File: src/rtl/uart_rx_param.sv
// Oversampled UART receiver with mid-bit sampling, configurable frame format,
// per-frame parity/framing status and a single-entry valid/ready holding register.
module uart_rx_param #(
    parameter int DATA_BITS  = 8,
    parameter int PARITY     = 1,
    parameter int STOP_BITS  = 1,
    parameter int OVERSAMPLE = 16
) (
    input  logic                 clk,
    input  logic                 reset,
    input  logic                 sample_en,
    input  logic                 rx_in,
    output logic [DATA_BITS-1:0] dout,
    output logic                 dout_valid,
    input  logic                 dout_ready,
    output logic                 parity_err,
    output logic                 frame_err,
    output logic                 overrun,
    output logic                 busy
);

    localparam int TICK_W = $clog2(OVERSAMPLE);
    localparam int BIT_W  = $clog2(DATA_BITS + 1);

    localparam logic [TICK_W-1:0] TICK_MID  = TICK_W'(OVERSAMPLE / 2 - 1);
    localparam logic [TICK_W-1:0] TICK_LAST = TICK_W'(OVERSAMPLE - 1);
    localparam logic [BIT_W-1:0]  DATA_LAST = BIT_W'(DATA_BITS - 1);
    localparam logic [BIT_W-1:0]  STOP_LAST = BIT_W'(STOP_BITS - 1);

    typedef enum logic [2:0] {
        S_IDLE,
        S_START,
        S_DATA,
        S_PARITY,
        S_STOP,
        S_BREAK
    } state_t;

    state_t                state_q, state_d;
    logic [1:0]            sync_q, sync_d;
    logic [TICK_W-1:0]     tick_q, tick_d;
    logic [BIT_W-1:0]      bit_q, bit_d;
    logic [DATA_BITS-1:0]  shreg_q, shreg_d;
    logic                  perr_acc_q, perr_acc_d;
    logic                  ferr_acc_q, ferr_acc_d;
    logic [DATA_BITS-1:0]  dout_q, dout_d;
    logic                  valid_q, valid_d;
    logic                  perr_q, perr_d;
    logic                  ferr_q, ferr_d;
    logic                  ovr_q, ovr_d;
    logic                  busy_q, busy_d;

    logic                  rxs;
    logic                  mid_tick;
    logic                  full_tick;
    logic                  commit;
    logic                  commit_ferr;

    // Even parity fails on an odd count of ones over data+parity; odd parity the reverse.
    function automatic logic parity_fail(input logic [DATA_BITS-1:0] data, input logic pbit);
        logic odd_ones;
        odd_ones = ^{data, pbit};
        return (PARITY == 2) ? ~odd_ones : odd_ones;
    endfunction

    assign rxs       = sync_q[1];
    assign mid_tick  = (tick_q == TICK_MID);
    assign full_tick = (tick_q == TICK_LAST);

    always_comb begin
        sync_d      = {sync_q[0], rx_in};
        state_d     = state_q;
        tick_d      = tick_q;
        bit_d       = bit_q;
        shreg_d     = shreg_q;
        perr_acc_d  = perr_acc_q;
        ferr_acc_d  = ferr_acc_q;
        commit      = 1'b0;
        commit_ferr = ferr_acc_q;

        if (sample_en) begin
            case (state_q)
                S_IDLE: begin
                    if (!rxs) begin
                        state_d = S_START;
                        tick_d  = '0;
                    end
                end
                S_START: begin
                    if (mid_tick) begin
                        // From here on, every OVERSAMPLE ticks lands on the middle of a bit.
                        tick_d     = '0;
                        bit_d      = '0;
                        perr_acc_d = 1'b0;
                        ferr_acc_d = 1'b0;
                        state_d    = rxs ? S_IDLE : S_DATA;
                    end else begin
                        tick_d = tick_q + 1'b1;
                    end
                end
                S_DATA: begin
                    if (full_tick) begin
                        tick_d  = '0;
                        shreg_d = {rxs, shreg_q[DATA_BITS-1:1]};
                        if (bit_q == DATA_LAST) begin
                            bit_d   = '0;
                            state_d = (PARITY != 0) ? S_PARITY : S_STOP;
                        end else begin
                            bit_d = bit_q + 1'b1;
                        end
                    end else begin
                        tick_d = tick_q + 1'b1;
                    end
                end
                S_PARITY: begin
                    if (full_tick) begin
                        tick_d     = '0;
                        perr_acc_d = parity_fail(shreg_q, rxs);
                        state_d    = S_STOP;
                    end else begin
                        tick_d = tick_q + 1'b1;
                    end
                end
                S_STOP: begin
                    if (full_tick) begin
                        tick_d = '0;
                        if (!rxs) begin
                            ferr_acc_d = 1'b1;
                        end
                        if (bit_q == STOP_LAST) begin
                            bit_d       = '0;
                            commit      = 1'b1;
                            commit_ferr = ferr_acc_q | ~rxs;
                            state_d     = rxs ? S_IDLE : S_BREAK;
                        end else begin
                            bit_d = bit_q + 1'b1;
                        end
                    end else begin
                        tick_d = tick_q + 1'b1;
                    end
                end
                S_BREAK: begin
                    if (rxs) begin
                        state_d = S_IDLE;
                    end
                end
                default: begin
                    state_d = S_IDLE;
                end
            endcase
        end
    end

    always_comb begin
        dout_d  = dout_q;
        valid_d = valid_q;
        perr_d  = perr_q;
        ferr_d  = ferr_q;
        ovr_d   = 1'b0;
        busy_d  = (state_d != S_IDLE);

        // A pop on the commit edge frees the holding register in time for the new frame.
        if (commit) begin
            if (!valid_q || dout_ready) begin
                dout_d  = shreg_q;
                perr_d  = perr_acc_q;
                ferr_d  = commit_ferr;
                valid_d = 1'b1;
            end else begin
                ovr_d = 1'b1;
            end
        end else if (valid_q && dout_ready) begin
            valid_d = 1'b0;
        end
    end

    always_ff @(posedge clk) begin
        if (!reset) begin
            sync_q     <= 2'b11;
            state_q    <= S_IDLE;
            tick_q     <= '0;
            bit_q      <= '0;
            shreg_q    <= '0;
            perr_acc_q <= 1'b0;
            ferr_acc_q <= 1'b0;
            dout_q     <= '0;
            valid_q    <= 1'b0;
            perr_q     <= 1'b0;
            ferr_q     <= 1'b0;
            ovr_q      <= 1'b0;
            busy_q     <= 1'b0;
        end else begin
            sync_q     <= sync_d;
            state_q    <= state_d;
            tick_q     <= tick_d;
            bit_q      <= bit_d;
            shreg_q    <= shreg_d;
            perr_acc_q <= perr_acc_d;
            ferr_acc_q <= ferr_acc_d;
            dout_q     <= dout_d;
            valid_q    <= valid_d;
            perr_q     <= perr_d;
            ferr_q     <= ferr_d;
            ovr_q      <= ovr_d;
            busy_q     <= busy_d;
        end
    end

    assign dout       = dout_q;
    assign dout_valid = valid_q;
    assign parity_err = perr_q;
    assign frame_err  = ferr_q;
    assign overrun    = ovr_q;
    assign busy       = busy_q;

endmodule

File: config.mk
export PLATFORM = sky130hd
export DESIGN_NAME = uart_rx_param
export DESIGN_NICKNAME = d
export VERILOG_FILES = /design/src/rtl/uart_rx_param.sv
export SDC_FILE = /design/constraint.sdc
export NUM_CORES = 1
export LEC_CHECK = 0
export CAP_MARGIN = 5
export CORE_ASPECT_RATIO = 2
export CORE_MARGIN = 2
export CORE_UTILIZATION = 40
export CTS_CLUSTER_SIZE = 12
export DETAILED_ROUTE_END_ITERATION = 7
export PLACE_DENSITY_LB_ADDON = 0.25
export SETUP_SLACK_MARGIN = 0.5
export SYNTH_ARGS = -nofsm -noshare
export SYNTH_HDL_FRONTEND = slang
export SYNTH_SLANG_ARGS = --single-unit
File: constraint.sdc
create_clock -name clk -period 6.1 [get_ports clk]
set_clock_uncertainty 0.15 [all_clocks]
set_input_delay 0.61 -clock clk [delete_from_list [all_inputs] [get_ports clk]]
set_output_delay 0.61 -clock clk [all_outputs]
set_load 0.005 [all_outputs]
# After elaboration in Yosys (flattened, before gate mapping)
# Cells that the tools add are included.
# word_totals
register_bits	36
latchBits	0
ramBits	0
mem_bits_ro	0
wordCells	93
memories	0
# classes
add_sub_neg	2
mul	0
div_mod_pow	0
n_lt_le_gt_ge	0
n_eq_ne	15
shift	0
n_mux	40
n_bitwise	2
n_reduce_logical	21
# op_table
op	n
$mux 4	8
$mux 3	10
$pmux 4 s3	2
$pmux 3 s6	1
$mux 1	16
$ne 2x2->1 const B	6
$reduce_and 5->1	2
$reduce_bool 3->1	3
$reduce_xor 9->1	1
$add 4x1->4 const B	2
$eq 4x3->1 const B	2
$eq 3x2->1 const B	2
$eq 3x3->1 const B	2
$reduce_and 2->1	3
$reduce_and 3->1	2
$reduce_bool 2->1	3
$eq 4x4->1 const B	1
$logic_not 4->1	1
$pmux 1 s2	2
$reduce_and 4->1	1
$eq 3x1->1 const B	1
$logic_not 3->1	1
$reduce_or 3->1	1
$mux 2	1
6 further kinds	6

# Depth between registers and ports, before layout
# depth
word_depth	7
ltp_mapped	8
depth_no_buf	7

# Worst setup path after synthesis
# OpenSTA, ideal clock, no wires.
# synth_path
path_type	reg2reg
start	register bit_q[0]
end	register busy_q (netlist: busy)
setup_ns	0.134
t_arrival_ns	1.980
slack_ns	3.836
stages_incl_launch_ff	8
n_path_buf	0
cell_sequence	dfxtp_1 -> inv_1 -> ha_1 -> or3b_4 -> or2_1 -> a221oi_2 -> a311oi_1 -> or4_1
# synth_between
elab_chain_cells	6
# synth_rtl
element	line	text
from (decl)	42	logic [BIT_W-1:0] bit_q, bit_d;
from (signal assigned)	196	bit_q <= bit_d;
$eq 4x3->1 or $logic_not 4->1 (tied branches)	105, 130	
$mux 3 (on tied branches)	105, 130	
$mux 3 (on tied branches)	102, 125	
$pmux 3 s6 (*)	82	case (state_q)
$mux 3 (*)	81	if (sample_en) begin
$reduce_bool 3->1 (*)	160	busy_d = (state_d != S_IDLE);
to (signal assigned)	205	busy_q <= busy_d;
to (decl)	51	logic busy_q, busy_d;
# Every way passes the cells marked *; elsewhere a longest branch is shown, timed or not.
# A chain may end at the register's enable or synchronous reset.

# Worst setup path after layout
# layout_path
start	input port sample_en
end	register ferr_q (netlist: frame_err)
# layout_between
elab_chain_cells	2
# layout_rtl
element	line	text
from (decl)	11	input logic sample_en,
$mux 1	81	
$reduce_and 2->1 (no line)	-	
to (signal assigned)	203	ferr_q <= ferr_d;
to (decl)	49	logic ferr_q, ferr_d;
# Several ways; a longest one is shown, not always the timed one.

==> impl_metrics.yaml <==
global_routing:
  grt_pass1_wl_um: 7180
  grtUsageTotal_pct: 18.4
  grt_pass1_vias: 1563
  grt_max_degree: 28
  antenna_found_initial: 0
  overflow: 0
synthesis:
  async_reset_ff_share_pct: 0
  syn_area_um2: 1800
  netlist_instances: 213
  ys.flop_type: "dfxtp_1"
  yosys_register_bits: 36
  yosys-mux-area-fraction_pct: 8.88
  synth-compound-area-share_pct: 16.4
  syn_nets: 221
  synth.lib_cells_used.distinct: 46
  synth_xor_area_share_pct: 5.34
  synth_edf_count: 0
  yosys.area_share.simple_pct: 23.0
  yosysWarnings: 0
  synth_top_family_by_area: "simple AND/OR/NAND/NOR gates"
  post_synth_fa_ha_maj_area_fraction_pct: 2.08
  synth_area_per_cell_um2: 8.47
  seq_area_frac_synth_pct: 39.9
clock_tree:
  ctsResizeCount: 0
  htreeDepth: 2
  cts_setup_buffers: 0
  cts.path.max_buffers: 2
  root_buffer: "clkbuf_8"
  path_clk_slew_ns: 0.07
  numCtsBuffers: 5
  cts_tree: "built"
  cts.sinks: 36
  clkLatencyLatePin_ns: 0.28
  holdBufCountCts: 0
timing:
  timing.slew.headroom_pct: 45.1
  hold_viol_final: 0
  setup_viol: 0
  fmax_mhz: 369
  rsz0062_at_grt: "false"
  fin_crit_ns: 2.71
  finalCritPeriodShare_pct: 44.4
  worst_slew_pin_slew_ns: 0.822
  slew_viol_final: 0
  setup_tns_ns: 0
detailed_routing:
  drtIter0Drc: 22
  wl_met3_um: 92
  dr_total_vias: 1539
  drc: 0
  viasPerCell: 5.52
  wl_met1_um: 1500
  routed_wirelength_um: 4100
  wl_per_cell_um: 14.7
  wl_met2_um: 2320
  antenna_left: 0
  highest-signal-layer: "met4"
  drtPass1Iterations: 4
placement:
  io_buffers: 17
  dp_hpwl_um: 3090
  dp_cells: 272
  gp_congestion: 0.864
setup_path:
  criticalPathCategory: "primary input to flip-flop"
  r2r_start: "bit_q[0]"
  r2r_end: "frame_err"
  worstPathMaxFanout: 16
  cp-startpoint: "sample_en"
  setup.worst_path.end: "frame_err"
  cp-end-kind: "flip-flop"
  rr_worst_depth: 6
  crit_arrival_ns: 2.73
  worstPathRequired_ns: 6.12
  cp-start-kind: "primary input"
  r2r_slack_ns: 3.45
finish:
  layout-drive-gt1-share_pct: 4.00
  antenna_cells: 0
  layout.cells.non_filler: 279
  fin_nets: 233
  syn2layout_area_growth_pct: 14.8
  final_cell_mix: "dfxtp_1 (36), nor2_1 (26), clkdlybuf4s50_1 (17)"
  final_common_cell: "dfxtp_1"
power_and_ir_drop:
  power_mw: 0.423
  p_per_area_nw_per_um2: 204
  max-vdd-ir-drop_mv: 0.204
  p_leak_nw: 0.841
floorplan:
  fp.coreArea_um2: 4340
  start_util_pct: 41.6
  die-area_um2: 5100
  io_pins: 18
  die_h_um: 99.0
  rows: 34
  dieWidth_um: 51.5
min_path:
  hold_path_class: "flip-flop to flip-flop"
outcome:
  status: "finished, final reports clean"
job:
  maxCapViolations: 0
==> worst max-delay path, stage by stage <==
cell,delay [ns]
clkdlybuf4s50_1,0.79
nand4_1,0.75
o311a_1,0.58
==> kinds of logic after synthesis <==
kind of cell             Yosys count
AO/OA/AOI/OAI                     45
AND/OR/NAND/NOR                   82
flip-flops                        36
XOR/XNOR                          11
buffers and inverters             20
adder cells (fa/ha/maj)            3
multiplexers                      16
==> cell type report <==
class                      instances  area [um2]
clock inverter                     1        5.00
sequential                        36         721
fill                             454        2270
inverter                           8        30.0
timing repair buffer              17         170
clock buffer                       6        72.6
tap                               54        67.6
multi-input combinational        157        1000
==> power breakdown <==
group | switching, mW | internal, mW | total, mW
Clock | 0.0794 | 0.0775 | 0.157
Combinational | 0.0142 | 0.0106 | 0.0248
Sequential | 0.00366 | 0.237 | 0.241
Total | 0.0973 | 0.325 | 0.423
==> Yosys cell counts (5+ instances only) <==
cell type | count | area [um2]
a21oi_1 | 13 | 65.1
clkbuf_1 | 9 | 33.8
dfxtp_1 | 36 | 721
inv_1 | 7 | 26.3
mux2i_1 | 16 | 160
nand2_1 | 16 | 60.1
nand2b_1 | 5 | 31.3
nand3_1 | 9 | 45.0
nor2_1 | 26 | 97.6
nor2b_1 | 6 | 37.5
o21ai_1 | 8 | 40.0
xnor2_1 | 9 | 78.8
==> flip-flops by register name, summed over array words and instances (netlist names) <==
register	flops
dout	8
shreg_q	8
bit_q	4
tick_q	4
state_q	3
sync_q	2
busy	1
dout_valid	1
ferr_acc_q	1
frame_err	1
overrun	1
parity_err	1
perr_acc_q	1
==> metal layers <==
metal  up-vias  GRT usage [%]
met5         -              0
met4         0           11.1
met3        15           3.18
met2        23           33.1
met1       726           18.6
li1        775              -
==> metrics by stage <==
step / hold WS [ns] / util (%) / setup WS [ns] / cell area, um2
after floorplan: 0.236 / - / 3.84 / 1800
after global placement: 0.239 / 45.9 / 3.11 / 1990
after detailed placement: 0.244 / 45.9 / 3.07 / 1990
after CTS: 0.263 / 47.7 / 3.38 / 2070
after global routing: 0.283 / 47.7 / 3.23 / 2070
final: 0.264 / 47.7 / 3.39 / 2070
==> how the worst min path moves through the flow <==
stage	startpoint	to	slack (ns)	depth (start not counted)
finish	sync_q[0]	sync_q[1]	0.26	1
global route	sync_q[0]	sync_q[1]	0.28	1
CTS	sync_q[0]	sync_q[1]	0.26	1
detailed placement	sync_q[0]	sync_q[1]	0.24	1
global placement	sync_q[0]	sync_q[1]	0.24	1
floorplan	sync_q[0]	sync_q[1]	0.24	1
No activity file was read; power rests on OpenSTA's default activity.
==> RTL edit: new RTL, config.mk and constraints unchanged <==
Re-encode `state_t` (6 states) as Gray code, 3 bits wide.
--- a/src/rtl/uart_rx_param.sv
+++ b/src/rtl/uart_rx_param.sv
@@ -30,8 +30,8 @@
     typedef enum logic [2:0] {
-        S_IDLE,
-        S_START,
-        S_DATA,
-        S_PARITY,
-        S_STOP,
-        S_BREAK
+        S_IDLE   = 3'b000,
+        S_START  = 3'b001,
+        S_DATA   = 3'b011,
+        S_PARITY = 3'b010,
+        S_STOP   = 3'b110,
+        S_BREAK  = 3'b111
     } state_t;
Check against the original RTL: no difference found for any inputs over 10 cycles, from zero or initial values and one cycle with reset low; not proved beyond that.
==> RTL edit against the unedited design <==
Synthesized cell count decreased by 8.9%; hold slack gained 0.014 ns; worst setup slack better by 0.34 ns; design area shrank 0.91%; total power grew 0.94%; wire length is 11% lower; area after synthesis fell by 0.69%; sequential cell count did not move.
==> RTL edit: results (changes against the unedited design) <==
Worst setup path
  • Critical path data arrival time: 2.41 ns (was 2.73 ns)
  • FF-to-FF setup slack: 3.91 ns (was 3.45 ns)
  • R2R depth: 6 (unchanged)
  • Worst Setup SP: sample_en (unchanged)
  • Worst Path Max Fanout: 14 (was 16)
  • R2r startpoint: tick_q[0] (was bit_q[0])
  • CP endpoint: frame_err (unchanged)

Hold path
  • Hold Path End: sync_q[1] (unchanged)
  • Hold Path Origin: sync_q[0] (unchanged)
  • WHS Path Cells: 1 (unchanged)

STA
  • Hold slack: 0.279 ns (was 0.264 ns)
  • Slew margin rel.: 53.6% (was 45.1%)

Clock network
  • CTS Buf Count: 5 (unchanged)
  • Post_cts resized: 0 (unchanged)
  • Postcts setup bufs: 0 (unchanged)
  • Root buf cell: clkbuf_8 (unchanged)
  • H-tree Lvls: 2 (unchanged)
  • Clk slew on worst S/H paths: 0.07 ns (about the same)
  • Clock buffer depth: 2 (unchanged)

Cells and area
  • Final nets: 217 (was 233)
  • Ant. Diodes: 0 (unchanged)
  • Layout cells sized above 1: 8.10% (was 4.00%)

Routing
  • Initial DRT Pass Iterations: 4 (unchanged)
  • DR iter-0 viols: 25 (was 22)
  • DR WL/cell: 13.9 um (was 14.7 um)
  • DRT Wirelength: 3660 um (was 4100 um)
  • Routed Antenna Nets: 0 (unchanged)
  • Avg Vias per Cell: 5.18 (was 5.52)

Place
  • Dpl hpwl: 2650 um (was 3090 um)
  • Final Wtd Congestion: 0.832 (was 0.864)
  • Cell count after placement: 256 (was 272)
  • Input/output buffers: 17 (unchanged)

Yosys
  • Yosys warning total: 0 (unchanged)
  • Synth cell count leaders: dfxtp_1 (36), nor2_1 (28), mux2i_1 (19), xnor2_1 (10), o21ai_0 (8) (was dfxtp_1 (36), nor2_1 (26), mux2i_1 (16), nand2_1 (16), a21oi_1 (13))
  • Synth area leaders: dfxtp_1 (40%), mux2i_1 (11%), nor2_1 (5.9%) (was dfxtp_1 (40%), mux2i_1 (8.9%), nor2_1 (5.4%))
  • Syn Nets: 202 (was 221)
  • Gate Count Post-Synth: 194 (was 213)
  • Post-synth ARST share: 0% (unchanged)
  • Sequential fraction of the synthesis area: 40.2% (was 39.9%)
  • Synth cell types: 51 (was 46)

GRT
  • Largest net degree at the start of global routing: 25 (was 28)
  • First-pass GRT wire length: 6240 um (was 7180 um)
  • Vias in the first global route: 1373 (was 1563)
  • Total track usage: 16.3% (was 18.4%)
  • Initial antenna violation count: 0 (unchanged)

Pwr
  • Peak supply drop: 0.000172 V (was 0.000204 V)
  • P_leak: 0.708 nW (was 0.841 nW)

Outcome
  • Status: completed (unchanged)
RTL edit: per-layer routing:
| layer | track usage (%) | part of all wire [%] |
|---|---|---|
| met1 | 16.3 | 39 |
| met2 | 29.7 | 55 |
| met3 | 3.18 | 3.5 |
| met4 | 9.72 | 3.4 |
| met5 | 0 | 0 |
RTL edit: stage by stage:
step | worst slack (ns) | util, % | instance area, um2
after floorplan | 4.27 | - | 1790
after global placement | 3.47 | 45.1 | 1960
after detailed placement | 3.43 | 45.1 | 1960
after CTS | 3.73 | 47.3 | 2050
after global routing | 3.60 | 47.3 | 2050
final | 3.73 | 47.3 | 2050
RTL edit: logic make-up (layout without fill, tap and decap cells):
kind of cell               Yosys count  after routing  share of synthesized area [%]
AOI/OAI and AO/OA                   35             35                           12.9
and+or+nand+nor                     75             75                           23.3
buffers and inverters               14             30                           5.03
adders and majority gates            3              3                           2.10
DFF                                 36             36                           40.2
xor gates and xnor gates            12             12                           5.87
muxes                               19             19                           10.6
RTL edit: final cells by class:
class	count	area, um2
Clock buffer	7	86.3
Clock inverter	1	7.51
Fill cell	458	2290
Inverter	5	18.8
Multi-Input combinational cell	144	981
Sequential cell	36	721
Tap cell	54	67.6
Timing Repair Buffer	17	170
RTL edit: power breakdown:
| part | internal [mW] | switching, mW |
|---|---|---|
| logic | 0.00601 | 0.00767 |
| registers | 0.236 | 0.00178 |
| clock network | 0.0917 | 0.0833 |
| total | 0.334 | 0.0928 |
RTL edit: worst max-delay path, stage by stage:
cell	delay [ns]
clkdlybuf4s50_1	0.74
and4_4	0.32
nor2b_4	0.39
nor2_1	0.08
a311oi_1	0.27
